File: src/rtl/stream_demux.sv
// Registered valid/ready 1-to-N demultiplexer with packet-granular routing.
// Each output channel owns a one-entry register; idle lanes read all ones.
module stream_demux #(
    parameter int DataWidth = 8,
    parameter int Channels  = 8,
    parameter int SelWidth  = 3
) (
    input  logic                          Clk,
    input  logic                          Reset_N,
    input  logic                          Enable,
    input  logic [SelWidth-1:0]           Select,
    input  logic                          InValid,
    output logic                          InReady,
    input  logic [DataWidth-1:0]          InData,
    input  logic                          InLast,
    output logic [Channels-1:0]           OValid,
    input  logic [Channels-1:0]           OReady,
    output logic [Channels*DataWidth-1:0] OData,
    output logic [Channels-1:0]           OLast,
    output logic                          Busy,
    output logic                          Dropped
);

    typedef enum logic [1:0] {IDLE, ROUTE, DROP} state_t;

    state_t                         state_q, state_d;
    logic [SelWidth-1:0]            tgt_q, tgt_d;
    logic [Channels-1:0]            ovalid_q, ovalid_d;
    logic [Channels-1:0]            olast_q, olast_d;
    logic [Channels*DataWidth-1:0]  odata_q, odata_d;
    logic                           dropped_q, dropped_d;

    logic [SelWidth-1:0]            tgt;
    logic [Channels-1:0]            hit;
    logic                           sel_ok;
    logic                           tgt_free;
    logic                           discard;
    logic                           accept;
    logic                           load;

    // The locked target is used outside IDLE so a changing Select cannot split a packet.
    always_comb begin
        tgt = (state_q == IDLE) ? Select : tgt_q;
        for (int i = 0; i < Channels; i++) begin
            hit[i] = (tgt == SelWidth'(i));
        end
        sel_ok   = |hit;
        tgt_free = |(hit & (~ovalid_q | OReady));
        discard  = (state_q == DROP) || ((state_q == IDLE) && !sel_ok);

        if (!Reset_N) begin
            InReady = 1'b0;
        end else if (discard) begin
            InReady = Enable;
        end else begin
            InReady = Enable & tgt_free;
        end

        accept = InValid & InReady;
        load   = accept & ~discard;
    end

    always_comb begin
        state_d   = state_q;
        tgt_d     = tgt_q;
        ovalid_d  = ovalid_q;
        olast_d   = olast_q;
        odata_d   = odata_q;
        dropped_d = dropped_q;

        for (int i = 0; i < Channels; i++) begin
            if (load && hit[i]) begin
                ovalid_d[i]                          = 1'b1;
                olast_d[i]                           = InLast;
                odata_d[i*DataWidth +: DataWidth]    = InData;
            end else if (ovalid_q[i] && OReady[i]) begin
                ovalid_d[i]                          = 1'b0;
                olast_d[i]                           = 1'b0;
                odata_d[i*DataWidth +: DataWidth]    = '1;
            end
        end

        case (state_q)
            IDLE: begin
                if (accept) begin
                    if (!sel_ok) begin
                        dropped_d = 1'b1;
                        if (!InLast) state_d = DROP;
                    end else if (!InLast) begin
                        state_d = ROUTE;
                        tgt_d   = Select;
                    end
                end
            end
            ROUTE, DROP: begin
                if (accept && InLast) state_d = IDLE;
            end
            default: state_d = IDLE;
        endcase
    end

    // NOTE: sequential state uses non-blocking assignments only; the output
    // data registers are reset too so lanes read all ones straight out of reset.
    always_ff @(posedge Clk) begin
        if (!Reset_N) begin
            state_q   <= IDLE;
            tgt_q     <= '0;
            ovalid_q  <= '0;
            olast_q   <= '0;
            odata_q   <= '1;
            dropped_q <= 1'b0;
        end else begin
            state_q   <= state_d;
            tgt_q     <= tgt_d;
            ovalid_q  <= ovalid_d;
            olast_q   <= olast_d;
            odata_q   <= odata_d;
            dropped_q <= dropped_d;
        end
    end

    assign OValid  = ovalid_q;
    assign OLast   = olast_q;
    assign OData   = odata_q;
    assign Busy    = (state_q != IDLE);
    assign Dropped = dropped_q;

endmodule

File: config.mk
export PLATFORM = sky130hd
export DESIGN_NAME = stream_demux
export DESIGN_NICKNAME = d
export VERILOG_FILES = /design/src/rtl/stream_demux.sv
export SDC_FILE = /design/constraint.sdc
export NUM_CORES = 1
export LEC_CHECK = 0
export CAP_MARGIN = 20
export CORE_MARGIN = 4
export CORE_UTILIZATION = 50
export DETAILED_ROUTE_END_ITERATION = 7
export GPL_TIMING_DRIVEN = 0
export PLACE_DENSITY = 0.87
export SLEW_MARGIN = 20
export SYNTH_ARGS = -nofsm -noshare
export SYNTH_HDL_FRONTEND = slang
export SYNTH_SLANG_ARGS = --single-unit
File: constraint.sdc
create_clock -name Clk -period 4.4 [get_ports Clk]
set_input_delay 0.88 -clock Clk [delete_from_list [all_inputs] [get_ports Clk]]
set_output_delay 0.88 -clock Clk [all_outputs]
set_load 0.03 [all_outputs]
==> flow_metrics.py <==
metrics = {
    "status": {
        "status": "finished clean",
    },
    "cts": {
        "cts_setup_buffers": 0,
        "htree_levels": 3,
        "cts.path.max_buffers": 2,
        "worstSkewPairLatency_ps": 350,
        "cts-resized-gates": 0,
        "clkTransAtPathRegs_ps": 90,
        "cts_hold_buf": 0,
        "cts.sinks": 86,
        "cts_root_buf": "clkbuf_8",
        "cts_tree": "done",
        "numCtsBuffers": 9,
    },
    "floorplan": {
        "die-height_um": 92.3,
        "io-pin-count": 107,
        "die_x_um": 92.3,
        "num_rows": 30,
        "die_area_um2": 8510,
        "initial_utilization_pct": 52.0,
        "coreArea_um2": 6830,
    },
    "synthesis": {
        "ys_ff_latch": 86,
        "ys_seq_area_share_pct": 48.5,
        "synthCells": 350,
        "synth_cell_types": 41,
        "syn_area_um2": 3550,
        "ys_warn_count": 0,
        "syn_area_per_cell_um2": 10.1,
        "synth_fp_nets": 376,
    },
    "sta": {
        "relSlewSlack_pct": 58.0,
        "finalSetupTns_ps": 0,
        "whs_ps": 468,
        "drv_slew": 0,
        "fin_skew_ps": 10.1,
        "worstMarginPinSlew_ps": 630,
        "finalCritPeriodShare_pct": 96.4,
        "setup_viol": 0,
        "max_freq_mhz": 236,
        "hold_violations": 0,
        "rsz0062_at_grt": "false",
        "layout_min_cycle_time_ps": 4240,
    },
    "layout": {
        "layout-drive-gt1-share_pct": 8.26,
        "antenna_cells": 0,
        "fin_nets": 493,
        "syn_to_final_growth_pct": 38.6,
    },
    "drt": {
        "drt_wl_total_um": 9630,
        "ant_nets": 0,
        "routedWlPerCell_um": 17.0,
        "drc": 0,
        "first_iter_violations": 131,
        "dr.pass1.iters": 4,
        "vias": 2950,
        "routed_via_density": 5.19,
    },
    "critical_path": {
        "crit_path_frequent_cell": "clkdlybuf4s50_1",
        "path_class": "primary input to output port",
        "max_stage_delay_ps": 610,
        "cp-end-kind": "output port",
        "cp.required_ps": 3520,
        "cp_max_fo": 7,
        "critPathSlowestCell": "clkdlybuf4s50_1",
        "cp_top_family": "buffers and inverters",
        "worst_ep_arrival_time_ps": 3360,
        "crit_path_start_kind": "primary input",
        "rr_startpoint": "state_q[0]$_SDFFE_PN0P_",
        "crit_buf_inv": 2,
        "r2r_slack_ps": 1920,
        "r2r_cells": 9,
        "reg2reg_to": "OLast[1]$_SDFFE_PN0P_",
        "crit_chain": "clkdlybuf4s50_1 > nand3b_1 > nand2_2 > a221oi_2 > nand3_2 > and3_1 > clkdlybuf4s50_1",
    },
    "pwr": {
        "p_int_w": 0.00106,
        "p_seq_share_pct": 54.5,
        "combPwrFrac_pct": 9.1,
        "ir_worst_vdd_v": 0.000238,
        "p_sw_share_pct": 26.3,
        "cellPowerDensity_nw_per_um2": 293,
        "p_sw_w": 0.000380,
        "clock_power_share_pct": 36.4,
        "p_leak_nw": 2.28,
    },
    "worst_hold_path": {
        "min_to": "Dropped$_SDFFE_PN0P_",
        "hold_depth": 1,
        "hp-start": "Dropped$_SDFFE_PN0P_",
        "hold_path_class": "flip-flop to flip-flop",
    },
    "global_route": {
        "antenna_found_initial": 0,
        "grt_remaining_overflow": 0,
        "grt_max_degree": 17,
        "first_global_vias": 2986,
        "grt_usage_pct": 22.8,
        "grt_pass1_wl_um": 15100,
    },
    "flow_run": {
        "drv_cap": 0,
    },
    "placed_design": {
        "dpl.hpwl_um": 7120,
        "place.gp.congestion": 0.848,
        "port_buffers": 106,
    },
}
-- sequential cells by signal (all words and copies together), names as in the netlist --
signal	flops
Dropped	1
OData	64
OLast	8
OValid	8
state_q	2
tgt_q	3
-- worst max path at each step --
stage / startpoint / endpoint / slack (ps) / depth (start not counted)
after global placement: Select[2] / InReady / 230 / 7
after detailed placement: Reset_N / InReady / 200 / 5
after CTS: Select[2] / InReady / 200 / 7
after global routing: Reset_N / InReady / 80 / 5
final: Select[2] / InReady / 160 / 7
after floorplan: Select[0] / InReady / 1310 / 5
-- cell families (layout without fill, tap and decap cells) --
logic type / Yosys count / in the layout / synth area share (%)
compound gates: 28 / 28 / 7.33
fa+ha+maj: 2 / 2 / 0.705
buf+inv: 20 / 142 / 2.75
flops: 86 / 86 / 48.5
mux: 74 / 74 / 20.9
simple gates: 140 / 140 / 19.8
-- worst reg2reg max path: cells and delay by family (launching register included) --
family,cells,cell delay [ps]
flops,1,330
buf+inv,2,290
compound gates,1,310
simple gates,3,640
fa+ha+maj,1,190
mux,2,650
-- per-stage QoR --
stage	cells	instance area (um2)	utilization [%]	setup slack, ps	power [W]
6_report	568	4920	72.1	160	0.00144
5_1_grt	568	4920	72.1	81.8	0.00149
4_1_cts	568	4920	72.1	202	0.00145
3_5_place_dp	552	4730	69.3	202	0.000935
3_3_place_gp	552	4730	69.3	234	0.000932
2_1_floorplan	350	3550	-	1310	0.000877
-- power by group through the flow --
stage	logic [W]	clock network [W]	registers, W
6_report	0.000132	0.000525	0.000787
5_1_grt	0.000139	0.000559	0.000788
4_1_cts	0.000131	0.000529	0.000787
3_5_place_dp	0.000130	0	0.000805
3_3_place_gp	0.000128	0	0.000805
2_1_floorplan	0.0000645	0	0.000813
-- layer usage --
metal / track usage, % / share of wire, %
met4: 7.43 / 1.5
met5: 0 / 0
met1: 27.8 / 42
met2: 39.1 / 49
met3: 5.74 / 7.3
-- cell usage in the layout, fill, tap and decap left out, types with 2 or more instances in the layout --
cell and n:
nand2_8 4, clkbuf_1 4, a31o_2 2, clkinvlp_4 2, nand3_1 15, inv_1 2
clkdlybuf4s50_1 106, nand2b_1 9, nor2_1 65, clkinv_4 2, nand3b_1 2, a21oi_1 4
buf_1 8, dfxtp_1 86, clkbuf_8 10, ha_1 2, or3_1 2, mux2_2 2
a21boi_0 2, or3b_1 2, nand2_1 23, mux2i_1 72, buf_4 4, nand2_2 2
a21boi_1 9, nor2b_1 10
-- cell usage after synthesis (all sizes together) --
cell type,number,share of area [%]
dfxtp,86,48
mux2i,72,20
nor2,65,6.9
nand2,29,5.0
nand3,16,2.4
buf,13,2.0
a21boi,11,2.3
nor2b,10,1.8
nand2b,9,1.6
a21oi,5,1.0
clkbuf,4,0.42
inv,3,0.32
o21ai,3,0.53
a31o,2,0.49
ha,2,0.70
mux2,2,0.63
nand3b,2,0.42
or3,2,0.35
or3b,2,0.49
a21o,1,0.21
a221oi,1,0.42
a31oi,1,0.35
a32oi,1,0.78
a41o,1,0.28
and2,1,0.18
and3,1,0.18
nor3,1,0.14
nor3b,1,0.21
o2111a,1,0.32
o31ai,1,0.60
or2,1,0.18
-- area by class of cell --
class / count / area [um2]
clock inverters: 6 / 52.6
flip-flops and latches: 86 / 1720
multi-input cells: 244 / 1730
clock buffers: 10 / 138
inverters: 3 / 11.3
well taps: 96 / 120
repair buffers: 106 / 1060
fillers: 529 / 1910
plain buffers: 17 / 86.3
(Power assumes the default switching activity.)
